## config.mk

```make
export PLATFORM = sky130hd
export DESIGN_NAME = shift_accumulator
export DESIGN_NICKNAME = d
export VERILOG_FILES = /design/src/rtl/shift_accumulator.sv
export SDC_FILE = /design/constraint.sdc
export NUM_CORES = 1
export LEC_CHECK = 0
export BUFFER_PORTS_ARGS = -buffer_cell sky130_fd_sc_hd__buf_2
export CELL_PAD_IN_SITES_DETAIL_PLACEMENT = 1
export CELL_PAD_IN_SITES_GLOBAL_PLACEMENT = 1
export CORE_MARGIN = 2
export CORE_UTILIZATION = 47
export DETAILED_ROUTE_END_ITERATION = 6
export PLACE_DENSITY = 0.86
export SYNTH_ARGS = -nofsm -noshare
export SYNTH_HDL_FRONTEND = slang
export SYNTH_SLANG_ARGS = --single-unit
```

## constraint.sdc

```tcl
create_clock -name clk -period 5.67 [get_ports clk]
set_input_delay 0.567 -clock clk [delete_from_list [all_inputs] [get_ports clk]]
set_output_delay 0.567 -clock clk [all_outputs]
set_load 0.02 [all_outputs]
```

## src/rtl/shift_accumulator.sv

```systemverilog
// shift_accumulator: multi-lane shift-and-accumulate stage.
// Each lane sign-extends a signed operand, shifts it left by a per-beat amount
// and sums the shifted terms over a first..last group. The group total is
// converted to the output width (clamped or truncated) and held in a single
// output register behind a valid/ready handshake.
module shift_accumulator #(
    parameter int NUM_LANES    = 4,
    parameter int IN_WIDTH     = 8,
    parameter int OUT_WIDTH    = 16,
    parameter int ACC_WIDTH    = OUT_WIDTH + 8,
    parameter int SHIFT_WIDTH  = $clog2(OUT_WIDTH),
    parameter int SHIFT_AMOUNT = 1,
    parameter int SATURATE     = 1
) (
    input  logic                           clk,
    input  logic                           reset,
    input  logic                           in_valid,
    output logic                           in_ready,
    input  logic [NUM_LANES*IN_WIDTH-1:0]  in_data,
    input  logic [SHIFT_WIDTH-1:0]         in_shift,
    input  logic                           in_first,
    input  logic                           in_last,
    output logic                           out_valid,
    input  logic                           out_ready,
    output logic [NUM_LANES*OUT_WIDTH-1:0] out_data,
    output logic [NUM_LANES-1:0]           out_overflow
);

    // Largest and smallest values representable in the output width.
    localparam logic [OUT_WIDTH-1:0] OUT_MAX = {1'b0, {(OUT_WIDTH-1){1'b1}}};
    localparam logic [OUT_WIDTH-1:0] OUT_MIN = {1'b1, {(OUT_WIDTH-1){1'b0}}};
    // Bits of the accumulator that must all equal the sign bit for the
    // value to fit in OUT_WIDTH.
    localparam int HI_WIDTH = ACC_WIDTH - OUT_WIDTH + 1;

    logic signed [ACC_WIDTH-1:0] acc      [NUM_LANES];
    logic                        wrap     [NUM_LANES];

    logic signed [ACC_WIDTH-1:0] term     [NUM_LANES];
    logic signed [ACC_WIDTH-1:0] base     [NUM_LANES];
    logic signed [ACC_WIDTH-1:0] sum      [NUM_LANES];
    logic                        wrap_nxt [NUM_LANES];
    logic [HI_WIDTH-1:0]         hi       [NUM_LANES];
    logic [OUT_WIDTH-1:0]        res      [NUM_LANES];
    logic                        res_ovf  [NUM_LANES];
    int                          shamt;
    logic                        accept;

    // One output register: a new beat fits whenever it is empty or being drained.
    assign in_ready = !out_valid || out_ready;
    assign accept   = in_valid && in_ready;

    // Per-lane term, running sum, wrap tracking and output conversion.
    always_comb begin
        // NOTE: every combinational output gets a default before any branch,
        // so no path leaves a value unassigned and no latch is inferred.
        shamt = int'(in_shift) * SHIFT_AMOUNT;
        for (int l = 0; l < NUM_LANES; l++) begin
            term[l]     = ACC_WIDTH'(signed'(in_data[l*IN_WIDTH +: IN_WIDTH])) <<< shamt;
            base[l]     = in_first ? '0 : acc[l];
            sum[l]      = base[l] + term[l];
            // Signed add overflow: operands share a sign the result does not.
            wrap_nxt[l] = (!in_first && wrap[l]) ||
                          (!in_first &&
                           (acc[l][ACC_WIDTH-1] == term[l][ACC_WIDTH-1]) &&
                           (sum[l][ACC_WIDTH-1] != acc[l][ACC_WIDTH-1]));
            hi[l]       = sum[l][ACC_WIDTH-1:OUT_WIDTH-1];
            res[l]      = sum[l][OUT_WIDTH-1:0];
            res_ovf[l]  = wrap_nxt[l];
            if (!((&hi[l]) || (~|hi[l]))) begin
                res_ovf[l] = 1'b1;
                if (SATURATE != 0) begin
                    res[l] = sum[l][ACC_WIDTH-1] ? OUT_MIN : OUT_MAX;
                end
            end
        end
    end

    // Accumulator, wrap flags and output register with synchronous reset.
    always_ff @(posedge clk) begin
        // NOTE: state is updated with non-blocking assignments so every
        // register samples pre-edge values regardless of statement order.
        if (reset) begin
            for (int l = 0; l < NUM_LANES; l++) begin
                acc[l]  <= '0;
                wrap[l] <= 1'b0;
            end
            out_valid    <= 1'b0;
            out_data     <= '0;
            out_overflow <= '0;
        end else begin
            if (accept) begin
                for (int l = 0; l < NUM_LANES; l++) begin
                    acc[l]  <= in_last ? '0 : sum[l];
                    wrap[l] <= in_last ? 1'b0 : wrap_nxt[l];
                end
            end
            if (accept && in_last) begin
                out_valid <= 1'b1;
                for (int l = 0; l < NUM_LANES; l++) begin
                    out_data[l*OUT_WIDTH +: OUT_WIDTH] <= res[l];
                    out_overflow[l]                    <= res_ovf[l];
                end
            end else if (out_ready) begin
                out_valid <= 1'b0;
            end
        end
    end

endmodule

```

* Word-level counts from Yosys, hierarchy flattened *
Memories as Yosys holds them, arrays and structs flattened.
Cells that the tools add are included.

cells by class
  bitwise gates (word level) = 8
  $add $sub $neg = 4
  mux-type cells = 39
  shift-type cells = 4
  eq/ne operators = 8
  reductions and logical operators = 38

operators with widths
  cell                         count
  two-way mux 24 bit           12
  two-way mux 16 bit           8
  adder 24 bit                 4
  <<< shifter 8 x 4 -> 24 bit  4
  AND reduction 9 bit          4
  OR reduction 9 bit           4
  two-way mux 1 bit            19
  logical AND 1 bit            14
  logical OR 1 bit             9
  bitwise OR 1 bit             8
  zero test 1 bit              6
  == test 1 bit                4
  inequality test 1 bit        4
  nonzero test 2 bit           1

storage, ports and cells
  register bits = 69
  output and inout bits = 70
  logic and storage cells = 106
  bits of input ports = 42
  memories kept = 2
  memory bits (writable) = 100

memory list
  memory  depth  bits a word  read ports  clocked after Yosys merged registers in  write ports  RTL line  RTL
  acc     4      24           4           0                                        4            36        logic signed [ACC_WIDTH-1:0] acc [NUM_LANES];
  wrap    4      1            4           0                                        4            37        logic wrap [NUM_LANES];

* Depth between registers and ports, before layout *
An unclocked memory read counts as a cell.

  depth after elaboration = 8
  gate-level depth with buffers = 20
  gate-level depth less buffers = 16

* Worst setup path after synthesis *
OpenSTA, ideal clock, no wires.

  kind = input -> register
  from = input port in_shift[0]
  to = register out_data[17]
  setup slack = 846 ps
  stages = 16
  required time = 5584 ps
  arrival = 4738 ps
  buffers on the path = 3
  library setup time = 86 ps
  path through = clkbuf_1 > buf_1 > nor2_1 > and2_1 > ha_1 > fa_1 > a21o_1 > a221o_2 > a311oi_4 > nor3_1 > or3_4 > a2111o_1 > o41ai_4 > buf_6 > nand2_1 > a211oi_1

on the way
  word-level cells in the longest chain between the ends = 6
  elaborated cells between the ends (all ways) = 8
  classes of those cells = add/sub: 1; shift: 1; mux: 2; reduce/logical: 4

ends and longest elaborated chain
  element                          RTL line  RTL
  from (decl)                      20        input logic [SHIFT_WIDTH-1:0] in_shift,
  <<< shifter 8 x 4 -> 24 bit (*)  59        term[l] = ACC_WIDTH'(signed'(in_data[l*IN_WIDTH +: IN_WIDTH])) <<< shamt;
  adder 24 bit (*)                 61        sum[l] = base[l] + term[l];
  OR reduction 9 bit               70        if (!((&hi[l]) || (~|hi[l]))) begin
  zero test 1 bit                  70
  logical OR 1 bit                 70
  two-way mux 16 bit (*)           70
  to (signal, indexed assignment)  101       out_data[l*OUT_WIDTH +: OUT_WIDTH] <= res[l];
  to (decl)                        25        output logic [NUM_LANES*OUT_WIDTH-1:0] out_data,

Every way passes the cells marked *; elsewhere a longest branch is shown, timed or not.
A chain may end at the register's enable or synchronous reset.

* Final worst setup path *
  from = input port in_shift[2]
  to = register out_data[57]

Same word-level chain as after synthesis.

==> run summary <==
• **slowest cell on the critical path** sky130_fd_sc_hd__a21oi_1
• **number of top-level pins** 112
• **Highest Clock Rate** 194 MHz
• **number of register bits inferred by synthesis** 169
• **post-route clock period utilization** 90.7%
• **H-tree lvl count** 4
• **CP max FO** 29
• **commonest cells in the netlist** 232 x sky130_fd_sc_hd__nor2_1, 130 x sky130_fd_sc_hd__nand2_1, 124 x sky130_fd_sc_hd__a21oi_1, 105 x sky130_fd_sc_hd__nor2b_1, 100 x sky130_fd_sc_hd__edfxtp_1
• **Buf/Inv on CP** 2
• **clock-pin slew on the worst setup and hold paths** 0.08 ns
• **die outline width** 178 µm
• **Max-Slew Margin vs Limit** 20.4%
• **number of enable-type register cells in the synthesized netlist** 100
• **data required time of the critical path** 6.04 ns
• **routed len/inst** 22.0 µm
• **power density over the cells** 250 nW/µm²
• **Layout area overhead** 10.5%
• **synth unique cells** 76
• **count of filler cells inserted in the layout** 3599
• **starting density of the core** 47.8%
• **top cell type by total area after synthesis** sky130_fd_sc_hd__edfxtp_1
• **area of all sequential standard cells** 4380 µm²
• **sink count of the clock tree** 169
• **vias after detailed routing** 13700
• **min cycle time layout** 5.14 ns
• **number of max-slew violations in the final report** 0
• **total CTS buffers** 17
• **post-CTS repair timing setup buffer count** 0
• **met1 track demand over resource in global routing** 41.0%
• **clock tree from TritonCTS** done
• **slew at the pin closest to its max-slew limit** 1.19 ns
• **Detail Placement HPWL** 35.0 mm
• **Worst Skew** 0.0235 ns
• **Port Buffers** 111
• **gate count after technology mapping** 1710
• **Setup Viol. Count Final** 0
• **setup TNS** 0 ns
• **area fraction of the dominant cell type after synthesis** 21.2%
• **worst path arrival time** 5.52 ns
• **most frequently used cell type in the post-synthesis netlist** sky130_fd_sc_hd__nor2_1
• **GR Util met2** 48.0%
• **global-route wire length before repair** 75.1 mm
• **DRT Wirelength** 47.9 mm
• **endpoint type of the worst setup path** flop
• **area inside the core boundary** 29700 µm²
• **global routing usage on met3** 5.25%
• **status** finished, final reports clean
• **Antenna Violating Nets Remaining** 0
• **Max stage delay on crit path** 0.48 ns
• **biggest area contributors in the synthesized netlist** sky130_fd_sc_hd__edfxtp_1 21%, sky130_fd_sc_hd__dfxtp_1 9.7%, sky130_fd_sc_hd__ha_1 8.1%, sky130_fd_sc_hd__nor2_1 6.1%, sky130_fd_sc_hd__nor2b_1 4.6%
• **final core utilization** 52.8%
• **proportion of layout cells with a drive suffix above 1** 12.4%
• **Skew-Pair Late Insertion Delay** 0.46 ns
• **number of antenna violations at the first check in global routing** 6
• **Setup Crit Path Kind** in2reg
• **root buf cell** sky130_fd_sc_hd__clkbuf_16
• **Die Footprint** 31600 µm²
• **ratio of routed vias to standard cells** 6.28
• **Hold WS** 0.323 ns
• **setup repair after global routing missed its margin** false
• **mean instance size in the synthesized netlist** 8.30 µm²
• **number of maximum-capacitance constraint violations** 0
• **count of instances resized after the clock tree is built** 0
• **asr flop ratio synth** 0%
• **Fin. Hold Viols** 0
• **count of TritonRoute iterations in the first routing pass** 5
• **GPL Wtd Cong** 0.955
• **portion of the post-synthesis area used by sequential elements** 30.9%
• **critical-path cell list** buf_2 > nand2b_1 > nor2_1 > a22oi_1 > mux2i_1 > ha_1 > a21oi_1 > o21ai_0 > nand3_1 > nand4_1 > nor3_1 > nand4_1 > o41ai_4 > buf_4 > nand3_1 > a211oi_1
• **maximum buffer depth of the clock tree** 2
• **category of cells accounting for the largest share of critical-path delay** simple AND/OR/NAND/NOR gates
• **GR Util All Layers** 30.2%
• **leakage power total** 6.64 nW
• **layer with the highest usage** met2
• **Cell Rows** 63
• **maximum number of pins on one net before global-route repair** 100
• **largest vdd supply drop** 0.000199 V
• **sort of element at the start of the critical path** input pin
• **Die Ht** 178 µm
• **CTS Hold Bufs** 0
• **layout net count** 1909
• **area of the mapped netlist** 14200 µm²
• **Yosys Warn Count** 0
• **sum of overflow across all layers after global routing** 0
• **count of routing violations after the opening detailed-route iteration** 1114
• **Min-Delay Path Class** in2reg
• **area of the multi-input gates** 9370 µm²
• **Post-Syn Nets** 1848
• **vias in the first global route** 13800
• **DRC viols** 0
• **top flip-flop cell by instance count after synthesis** sky130_fd_sc_hd__edfxtp_1
==> cell type report <==
cell class              instances  share of cell area (%)
multi-input cells            1421                    59.7
flip-flops and latches        169                    27.9
repair buffers                141                    5.06
well taps                     390                    3.11
clock buffers                  18                    2.74
clock inverters                14                   0.893
inverters                      21                   0.502
diodes                          4                  0.0638
==> report_power, final <==
group          switching (mW)  leakage (nW)  internal, mW
Clock                   0.594         0.269         0.617
Sequential             0.0384          1.67          1.40
Combinational           0.827          4.69         0.449
Total                    1.46          6.64          2.47
==> through the flow <==
step | power [mW] | setup WS, ns | cell area, µm² | instances
CTS | 3.91 | 0.633 | 15700 | 2174
finish | 3.93 | 0.527 | 15700 | 2178
detailed placement | 2.71 | 0.250 | 15100 | 2142
floorplan | 2.34 | 0.846 | 14200 | 1710
global route | 4.09 | 0.274 | 15700 | 2175
global placement | 2.66 | 0.393 | 15100 | 2142
==> sequential cells by signal, indices dropped and copies added (netlist names) <==
register      flops
out_data         64
out_overflow      4
out_valid         1
acc              96
wrap              4
==> logic make-up (layout without fill, tap and decap cells) <==
logic type	after synthesis	after routing	share of synthesized area [%]
adders and majority gates	96	96	8.67
DFF	169	169	30.9
other	0	4	0
buffers and inverters	120	194	3.27
muxes	72	72	5.29
xor gates and xnor gates	73	73	4.50
and+or+nand+nor	710	710	24.8
AOI/OAI and AO/OA	470	470	22.6
==> final timing paths <==
check / start / end / slack [ns] / cells past startpoint
max: in_shift[2] / out_data[57] / 0.53 / 16
min: reset / out_valid / 0.32 / 2
max reg2reg: acc[1][0] / out_data[17] / 1.49 / 13
min reg2reg: out_data[47] / out_data[47] / 0.47 / 2
==> worst register-to-register path: stages (launching register included) <==
cell and delay (ns):
sky130_fd_sc_hd__edfxtp_1 0.35, sky130_fd_sc_hd__nor2b_1 0.14, sky130_fd_sc_hd__ha_1 0.26, sky130_fd_sc_hd__fa_1 0.47, sky130_fd_sc_hd__a21o_1 0.20, sky130_fd_sc_hd__a221o_2 0.43
sky130_fd_sc_hd__a311oi_4 0.37, sky130_fd_sc_hd__nor3_1 0.11, sky130_fd_sc_hd__or3_4 0.35, sky130_fd_sc_hd__a2111o_1 0.47, sky130_fd_sc_hd__o41ai_4 0.21, sky130_fd_sc_hd__buf_4 0.26
sky130_fd_sc_hd__nand2_1 0.12, sky130_fd_sc_hd__a211oi_1 0.33
==> layout by cell type (no fill, tap or decap), drive strengths merged, types with 9 or more instances in the layout <==
cell and instances:
a31oi 10, a211oi 45, a21o 41, mux2 24, nand3 33, xnor2 43
nand2b 22, o22ai 18, buf 141, nand2 130, nor2b 105, edfxtp 100
xor2 30, inv 26, dfxtp 69, a21oi 124, ha 92, mux2i 48
o32ai 31, nor3 25, nand4 22, clkbuf 18, o21bai 16, or3 40
nor2 232, o211ai 12, and3 18, o21a 13, and2 44, o21ai 76
o31ai 9
==> routing by layer <==
metal,vias to the layer above,wire [µm]
met5,-,8
met4,2,1470
met3,93,3090
met2,437,21700
met1,6718,21600
li1,6434,-
No activity file was read; power rests on OpenSTA's default activity.
